File: config.mk
export PLATFORM = sky130hd
export DESIGN_NAME = game_over_overlay_ctrl_flat
export DESIGN_NICKNAME = d
export VERILOG_FILES = /design/src/rtl/game_over_overlay_ctrl_if.sv /design/src/rtl/game_over_overlay_ctrl.sv /design/src/flat_wrapper.sv
export SDC_FILE = /design/constraint.sdc
export NUM_CORES = 1
export LEC_CHECK = 0
export CORE_UTILIZATION = 45
export CTS_CLUSTER_DIAMETER = 50
export CTS_CLUSTER_SIZE = 30
export DETAILED_ROUTE_END_ITERATION = 8
export PLACE_DENSITY_LB_ADDON = 0.15
export SKIP_CTS_REPAIR_TIMING = 1
export SLEW_MARGIN = 30
export SYNTH_ARGS = -nofsm -noshare
export SYNTH_HDL_FRONTEND = slang
export SYNTH_SLANG_ARGS = --single-unit
File: constraint.sdc
create_clock -name clk -period 2.2 [get_ports clk]
set_input_delay 0.22 -clock clk [delete_from_list [all_inputs] [get_ports clk]]
set_output_delay 0.22 -clock clk [all_outputs]
set_load 0.02 [all_outputs]
File: src/rtl/game_over_overlay_ctrl_if.sv
// ============================================================================
// Module      : game_over_overlay_ctrl_if
// Description : Restart request/acknowledge handshake between the game-over
//               overlay sequencer (master) and game logic (slave).
// Revision    : 1.0 - initial release
// ============================================================================
`default_nettype none

interface game_over_overlay_ctrl_if;
  logic restart_req;
  logic restart_ack;

  modport master (
    output restart_req,
    input  restart_ack
  );

  modport slave (
    input  restart_req,
    output restart_ack
  );
endinterface

`default_nettype wire

File: src/rtl/game_over_overlay_ctrl.sv
// ============================================================================
// Module      : game_over_overlay_ctrl
// Description : "GAME OVER" overlay sequencer. Reveals the text row by row,
//               optionally blinks it, enforces a minimum display time, then
//               raises a restart request and waits for game logic to ack.
//               Optional feature macro: GAME_OVER_BLINK_EN (blink in SHOW).
// Revision    : 1.0 - initial release
// ============================================================================
`default_nettype none

module game_over_overlay_ctrl #(
  parameter int MSG_Y           = 180,
  parameter int TEXT_H          = 11,
  parameter int SCALE           = 3,
  parameter int REVEAL_FRAMES   = 4,
  parameter int BLINK_FRAMES    = 30,
  parameter int MIN_HOLD_FRAMES = 60
) (
  input  wire logic                  clk,
  input  wire logic                  rst_n,
  input  wire logic                  frame_tick,
  input  wire logic                  game_over,
  input  wire logic [9:0]            Y,
  input  wire logic                  rom_inside,
  input  wire logic                  rom_pixel,
  input  wire logic                  restart_btn,
  game_over_overlay_ctrl_if.master   rif,
  output logic                       text_pixel,
  output logic                       busy,
  output logic [1:0]                 state
);

  typedef enum logic [1:0] {
    S_IDLE   = 2'd0,
    S_REVEAL = 2'd1,
    S_SHOW   = 2'd2,
    S_ACK    = 2'd3
  } state_t;

  localparam logic [7:0] c_reveal_last = 8'(REVEAL_FRAMES - 1);
  localparam logic [7:0] c_min_hold    = 8'(MIN_HOLD_FRAMES);
  localparam logic [3:0] c_text_h      = 4'(TEXT_H);
  localparam logic [9:0] c_msg_y       = 10'(MSG_Y);
  localparam logic [9:0] c_scale       = 10'(SCALE);
`ifdef GAME_OVER_BLINK_EN
  localparam logic [7:0] c_blink_last  = 8'(BLINK_FRAMES - 1);
`endif

  state_t     r_state;
  logic       r_go_cur;
  logic       r_go_prev;
  logic       r_btn_cur;
  logic       r_btn_prev;
  logic [7:0] r_frame_cnt;
  logic [7:0] r_hold_cnt;
  logic [3:0] r_reveal_rows;
  logic       r_blink_phase;
  logic       r_restart_req;
  logic       r_text_pixel;

  logic       w_go_rise;
  logic       w_btn_rise;
  logic [3:0] w_reveal_next;
  logic [9:0] w_dy;
  logic [9:0] w_reveal_limit;
  logic       w_visible;

  // Rises are judged on the registered copies so both inputs see one extra
  // cycle of latency before the FSM reacts.
  assign w_go_rise     = r_go_cur  & ~r_go_prev;
  assign w_btn_rise    = r_btn_cur & ~r_btn_prev;
  assign w_reveal_next = r_reveal_rows + 4'd1;

  // Row offset into the overlay; lines above MSG_Y wrap to large values and
  // therefore never fall inside the revealed band.
  assign w_dy           = Y - c_msg_y;
  assign w_reveal_limit = {6'd0, r_reveal_rows} * c_scale;

  // Edge-detect registers for game_over and restart_btn.
  always_ff @(posedge clk or negedge rst_n) begin
    if (!rst_n) begin
      r_go_cur   <= 1'b0;
      r_go_prev  <= 1'b0;
      r_btn_cur  <= 1'b0;
      r_btn_prev <= 1'b0;
    end else begin
      r_go_cur   <= game_over;
      r_go_prev  <= r_go_cur;
      r_btn_cur  <= restart_btn;
      r_btn_prev <= r_btn_cur;
    end
  end

  // Overlay sequencer: reveal, show/blink with minimum hold, restart handshake.
  always_ff @(posedge clk or negedge rst_n) begin
    if (!rst_n) begin
      r_state       <= S_IDLE;
      r_frame_cnt   <= 8'd0;
      r_hold_cnt    <= 8'd0;
      r_reveal_rows <= 4'd0;
      r_blink_phase <= 1'b0;
      r_restart_req <= 1'b0;
    end else begin
      case (r_state)
        S_IDLE: begin
          if (w_go_rise) begin
            r_state       <= S_REVEAL;
            r_frame_cnt   <= 8'd0;
            r_hold_cnt    <= 8'd0;
            r_reveal_rows <= 4'd0;
            r_blink_phase <= 1'b0;
          end
        end

        S_REVEAL: begin
          // Dropping game_over takes priority over any frame tick.
          if (!game_over) begin
            r_state <= S_IDLE;
          end else if (frame_tick) begin
            if (r_frame_cnt == c_reveal_last) begin
              r_frame_cnt   <= 8'd0;
              r_reveal_rows <= w_reveal_next;
              if (w_reveal_next == c_text_h) begin
                r_state <= S_SHOW;
              end
            end else begin
              r_frame_cnt <= r_frame_cnt + 8'd1;
            end
          end
        end

        S_SHOW: begin
          if (!game_over) begin
            r_state <= S_IDLE;
          end else begin
            if (frame_tick) begin
              if (r_hold_cnt < c_min_hold) begin
                r_hold_cnt <= r_hold_cnt + 8'd1;
              end
`ifdef GAME_OVER_BLINK_EN
              if (r_frame_cnt == c_blink_last) begin
                r_frame_cnt   <= 8'd0;
                r_blink_phase <= ~r_blink_phase;
              end else begin
                r_frame_cnt <= r_frame_cnt + 8'd1;
              end
`endif
            end
            // Qualified against the pre-tick hold count; early presses are
            // simply dropped.
            if (w_btn_rise && (r_hold_cnt == c_min_hold)) begin
              r_state       <= S_ACK;
              r_restart_req <= 1'b1;
            end
          end
        end

        S_ACK: begin
          if (rif.restart_ack) begin
            r_state       <= S_IDLE;
            r_restart_req <= 1'b0;
          end
        end

        default: begin
          r_state <= S_IDLE;
        end
      endcase
    end
  end

  // Per-state visibility of the overlay text.
  always_comb begin
    w_visible = 1'b0;
    case (r_state)
      S_IDLE:   w_visible = 1'b0;
      S_REVEAL: w_visible = (w_dy < w_reveal_limit);
      S_SHOW:   w_visible = ~r_blink_phase;
      S_ACK:    w_visible = 1'b1;
      default:  w_visible = 1'b0;
    endcase
  end

  // Registered overlay pixel, one clock behind the scan position.
  always_ff @(posedge clk or negedge rst_n) begin
    if (!rst_n) begin
      r_text_pixel <= 1'b0;
    end else begin
      r_text_pixel <= rom_inside & rom_pixel & w_visible;
    end
  end

  assign text_pixel      = r_text_pixel;
  assign busy            = (r_state != S_IDLE);
  assign state           = r_state;
  assign rif.restart_req = r_restart_req;

endmodule

`default_nettype wire

File: src/flat_wrapper.sv
// flat-port wrapper written by rule: the top's interface ports become plain ports
module game_over_overlay_ctrl_flat 
#(
  parameter int MSG_Y           = 180,
  parameter int TEXT_H          = 11,
  parameter int SCALE           = 3,
  parameter int REVEAL_FRAMES   = 4,
  parameter int BLINK_FRAMES    = 30,
  parameter int MIN_HOLD_FRAMES = 60
)
  (clk, rst_n, frame_tick, game_over, Y, rom_inside, rom_pixel, restart_btn, text_pixel, busy, state, rif_restart_req, rif_restart_ack);
  game_over_overlay_ctrl_if rif_i ();
  input  wire logic clk;
  input  wire logic rst_n;
  input  wire logic frame_tick;
  input  wire logic game_over;
  input  wire logic [9:0] Y;
  input  wire logic rom_inside;
  input  wire logic rom_pixel;
  input  wire logic restart_btn;
  output logic text_pixel;
  output logic busy;
  output logic [1:0] state;
  output wire logic [$bits(rif_i.restart_req)-1:0] rif_restart_req;
  input wire logic [$bits(rif_i.restart_ack)-1:0] rif_restart_ack;
  assign rif_restart_req = rif_i.restart_req;
  assign rif_i.restart_ack = rif_restart_ack;
  game_over_overlay_ctrl #(.MSG_Y(MSG_Y), .TEXT_H(TEXT_H), .SCALE(SCALE), .REVEAL_FRAMES(REVEAL_FRAMES), .BLINK_FRAMES(BLINK_FRAMES), .MIN_HOLD_FRAMES(MIN_HOLD_FRAMES)) u_core (.clk(clk), .rst_n(rst_n), .frame_tick(frame_tick), .game_over(game_over), .Y(Y), .rom_inside(rom_inside), .rom_pixel(rom_pixel), .restart_btn(restart_btn), .rif(rif_i), .text_pixel(text_pixel), .busy(busy), .state(state));
endmodule
---- After elaboration in Yosys (flattened, before gate mapping) ----
Cells that the tools add are included.
cells by class
  div/mod/pow operators ................... 0
  $add $sub $neg .......................... 4
  equal/unequal tests ..................... 19
  bitwise gates (word level) .............. 6
  reduce and logical (&&, ||, !) cells .... 12
  multiplexer cells ....................... 28
  shift operators ......................... 0
  multipliers ............................. 1
  order comparisons ....................... 2
operators with widths
  operator                                                    count
  2-to-1 mux 8 bit                                            7
  case mux 8 bit (2 select lines)                             2
  adder 8 x 1 -> 8 bit, second input constant                 2
  2-to-1 mux 2 bit                                            8
  2-to-1 mux 4 bit                                            4
  less-than comparator 10 x 6 -> 1 bit                        1
  != test 2 bit, second input constant                        5
  AND reduction 5 bit                                         2
  subtractor 10 x 8 -> 10 bit, second input constant          1
  != test 3 x 2 -> 1 bit, second input constant               3
  == test 8 x 2 -> 1 bit, second input constant               1
  == test 8 x 6 -> 1 bit, second input constant               1
  less-than comparator 8 x 6 -> 1 bit, second input constant  1
  != test 2 x 1 -> 1 bit, second input constant               4
  case mux 2 bit (4 select lines)                             1
  case mux 4 bit (2 select lines)                             1
  AND reduction 4 bit                                         2
  nonzero test 2 bit                                          4
  multiplier 4 x 2 -> 6 bit, second input constant            1
  AND reduction 6 bit                                         1
  adder 4 x 1 -> 4 bit, second input constant                 1
  AND 1 bit                                                   4
  == test 2 bit, second input constant                        2
  == test 4 bit, second input constant                        1
  9 further kinds                                             12
storage, ports and cells
  output and inout bits ................... 5
  register bits after elaboration ......... 28
  memories ................................ 0
  input port bits ......................... 18
  latch bits .............................. 0
  RAM bits ................................ 0
  ROM bits ................................ 0
  logic and storage cells ................. 82

---- Longest topological paths before layout ----
  word-level depth ........................ 7
  mapped depth ............................ 9
  mapped depth without buffers ............ 9

---- Least setup slack after synthesis ----
No wires, ideal clock.
  path kind ............................... reg-to-reg
  from .................................... reg u_core.r_reveal_rows[1]
  to ...................................... reg u_core.r_text_pixel, in the netlist u_core.text_pixel
  clock period less this slack ............ 2.083 ns
  buffers on the path ..................... 0
  path slack .............................. 0.117 ns
  arrival time ............................ 1.982 ns
  data required time ...................... 2.099 ns
  setup time .............................. 0.101 ns
  cell stages (with the launch flop) ...... 8
  cell sequence ........................... dfrtp_1 -> ha_1 -> fa_1 -> xor2_1 -> ha_1 -> o211ai_1 -> a21oi_1 -> o32ai_1
on the way
  word-level cells in the longest chain between the ends .. 4
RTL lines
  item                                  RTL line                       text
  start, declared                       game_over_overlay_ctrl.sv:56   logic [3:0] r_reveal_rows;
  start signal, assigned                game_over_overlay_ctrl.sv:122  r_reveal_rows <= w_reveal_next;
  multiplier 4 x 2 -> 6 bit             game_over_overlay_ctrl.sv:77   assign w_reveal_limit = {6'd0, r_reveal_rows} * c_scale;
  less-than comparator 10 x 6 -> 1 bit  game_over_overlay_ctrl.sv:177  S_REVEAL: w_visible = (w_dy < w_reveal_limit);
  case mux 1 bit (3 select lines)       game_over_overlay_ctrl.sv:175  case (r_state)
  AND 1 bit                             game_over_overlay_ctrl.sv:189  r_text_pixel <= rom_inside & rom_pixel & w_visible;
  end signal, assigned                  game_over_overlay_ctrl.sv:189
  end, declared                         game_over_overlay_ctrl.sv:59   logic r_text_pixel;
Every way passes these cells.
A chain may end at the register's enable or synchronous reset.

---- Worst setup path after layout ----
  from .................................... reg u_core.r_reveal_rows[0]
  to ...................................... reg u_core.r_text_pixel, in the netlist u_core.text_pixel
The elaborated chain is that of the path after synthesis.

==> flow_metrics.env <==
export IMPL_outcome="finished clean"
export IMPL_io_buffer_count=22
export IMPL_dp_hpwl_um=2650
export IMPL_grt_max_degree=29
export IMPL_power_density_nw_per_um2=710
export IMPL_dr_pass1_iters=4
export IMPL_fin_skew_ps=2.79
export IMPL_core_um2=3690
export IMPL_synth_most_common_cell="dfrtp_1"
export IMPL_drv_slew=0
export IMPL_start_util_pct=47.2
export IMPL_dieArea_um2=4120
export IMPL_place_gp_congestion=0.779
export IMPL_cp_max_fo=3
export IMPL_yosysTopAreaCell="dfrtp_1"
export IMPL_cts_buffers=3
export IMPL_drt_wl_total_um=3520
export IMPL_seqPwrFrac_pct=41.4
export IMPL_nets=248
export IMPL_tightest_slew_ps=527
export IMPL_ys_seq_area_share_pct=40.3
export IMPL_hold_slack_ps=336
export IMPL_syn_nets=216
export IMPL_postSynthCellCount=183
export IMPL_synth_async_sr_flop_share_pct=100
export IMPL_worst_setup_path_end_kind="flip-flop"
export IMPL_power_switching_uw=505
export IMPL_finalPower_uw=1510
export IMPL_drc=0
export IMPL_num_antenna_cells=0
export IMPL_path_clk_slew_ps=90
export IMPL_synth_seq_cells=28
export IMPL_p_clk_share_pct=20.8
export IMPL_post_drt_wl_per_cell_um=13.4
export IMPL_hold_class="primary input to async pin"
export IMPL_die_w_um=64.2
export IMPL_grt_overflow_total=0
export IMPL_timing_final_crit_share_pct=93.6
export IMPL_drive_gt1_share_pct=7.94
export IMPL_leakagePower_uw=0.000895
export IMPL_rsz0062_at_grt="false"
export IMPL_ys_flop_type="dfrtp_1"
export IMPL_slew_limit_headroom_pct=64.0
export IMPL_track_usage_pct=19.2
export IMPL_swShare_pct=33.5
export IMPL_vias_per_cell=5.66
export IMPL_area_delta_synth_final_pct=22.1
export IMPL_antenna_found_initial=0
export IMPL_cp_arrival_ps=2240
export IMPL_synth_top_cells_by_area="dfrtp_1 40%, ha_1 10%, o21ai_0 4.0%"
export IMPL_cts_tree="done"
export IMPL_setup_violations=0
export IMPL_report_final_hold_viol_count=0
export IMPL_path_cells="ha_2 > fa_1 > xor2_1 > ha_1 > o211ai_1 > a21oi_1 > o32ai_1"
export IMPL_peakVddDrop_mv=0.386
export IMPL_pwr_share_comb_pct=37.8
export IMPL_yosysWarnings=0
export IMPL_synth_area_um2=1740
export IMPL_yosys_top_cells_count="28 x dfrtp_1, 14 x ha_1, 14 x inv_1, 14 x o21ai_0, 12 x a21oi_1"
export IMPL_avgSynthCellArea_um2=9.51
export IMPL_clock_latency_ps=270
export IMPL_maxCapViolCount=0
export IMPL_row_count=22
export IMPL_io_pins=23
export IMPL_yosysTopAreaCellShare_pct=40.3
export IMPL_cts_buffer_depth=2
export IMPL_grt_pass1_wl_um=6310
export IMPL_start_kind="flip-flop"
export IMPL_layout_min_cycle_time_ps=2060
export IMPL_first_global_vias=1435
export IMPL_fp_dieH_um=64.2
export IMPL_intPower_uw=1000
export IMPL_synth_enable_flop_cells=0
export IMPL_required_ps=2380
export IMPL_fmax_mhz=486
export IMPL_synthDistinctLibCells=44
export IMPL_drtIter0Drc=84
export IMPL_vias=1484
export IMPL_cts_htree_levels=1
export IMPL_cts_root_buffer="clkbuf_8"
export IMPL_tns_ps=0
export IMPL_cpPeakStageDelay_ps=460
export IMPL_critPathKind="flip-flop to flip-flop"
export IMPL_cp_slowest_cell="fa_1"
export IMPL_cts_sinks=28
export IMPL_antenna_left=0
layout make-up:
class / count / area, um^2
clock buffers: 4 / 55.1
fillers: 333 / 1560
inverters: 14 / 52.6
multi-input cells: 138 / 976
flip-flops and latches: 28 / 701
well taps: 48 / 60.1
repair buffers: 30 / 280
flip-flops by register name, summed over array words and instances, names as in the netlist:
name / count
u_core.r_go_cur: 1
u_core.rif.restart_req: 1
u_core.r_btn_cur: 1
u_core.r_go_prev: 1
u_core.text_pixel: 1
u_core.r_reveal_rows: 4
u_core.r_btn_prev: 1
u_core.r_frame_cnt: 8
u_core.state: 2
u_core.r_hold_cnt: 8
critical path, delay by kind of cell, from the launching register on:
family / cells / cell delay [ps]
xor+xnor: 1 / 180
flops: 1 / 410
compound gates: 3 / 440
fa+ha+maj: 3 / 940
routing by layer:
| layer | GRT usage [%] | wire [um] | part of all wire [%] |
|---|---|---|---|
| met3 | 3.75 | 143 | 4.1 |
| met5 | 0 | 0 | 0 |
| met4 | 3.33 | 36 | 1.0 |
| met1 | 24.7 | 1620 | 46 |
| met2 | 33.5 | 1720 | 49 |
final timing paths:
check / start / endpoint / slack, ps / cells past startpoint
min in group clk: restart_btn / u_core.r_btn_cur$_DFF_PN0_ / 380 / 1
worst max register to register: u_core.r_reveal_rows[0]$_DFFE_PN0P_ / u_core.text_pixel$_DFF_PN0_ / 140 / 7
max in group asynchronous: rst_n / u_core.r_hold_cnt[1]$_DFFE_PN0P_ / 1600 / 2
worst min-delay path: rst_n / u_core.text_pixel$_DFF_PN0_ / 340 / 2
worst max-delay path: u_core.r_reveal_rows[0]$_DFFE_PN0P_ / u_core.text_pixel$_DFF_PN0_ / 140 / 7
worst min register to register: u_core.r_btn_cur$_DFF_PN0_ / u_core.r_btn_prev$_DFF_PN0_ / 390 / 0
power by group through the flow:
stage	clock network, uW	logic [uW]	registers [uW]
2_1_floorplan	0	375	633
3_3_place_gp	0	531	632
3_5_place_dp	0	563	636
4_1_cts	325	567	625
5_1_grt	338	668	637
6_report	313	571	625
cell families after synthesis:
family                   share of synthesized area (%)
AND/OR/NAND/NOR                                   22.0
adder cells (fa/ha/maj)                           11.2
AO/OA/AOI/OAI                                     17.5
flip-flops                                        40.3
multiplexers                                      1.73
buffers and inverters                             3.81
XOR/XNOR                                          3.52
stage by stage:
stage               area, um^2  setup WS (ps)  cells  utilization, %
floorplan                 1740            117    183               -
global placement          2060            108    257            55.8
detailed placement        2060           58.2    257            55.8
CTS                       2110           20.0    261            57.3
global route              2120           3.79    262            57.6
finish                    2120            140    262            57.6
placed cells by master (no fill, tap or decap), types with 4 or more instances in the layout:
cell type	count
o21ai_0	14
o31ai_1	4
nand2_1	10
nand3_1	9
clkdlybuf4s50_1	22
ha_1	13
or3_1	6
xnor2_1	4
a21oi_1	12
dfrtp_1	28
nor2_1	10
buf_4	8
or4_1	4
nor2b_1	5
inv_1	14
clkbuf_8	4
Note: power is estimated with default switching activity, not from simulation.
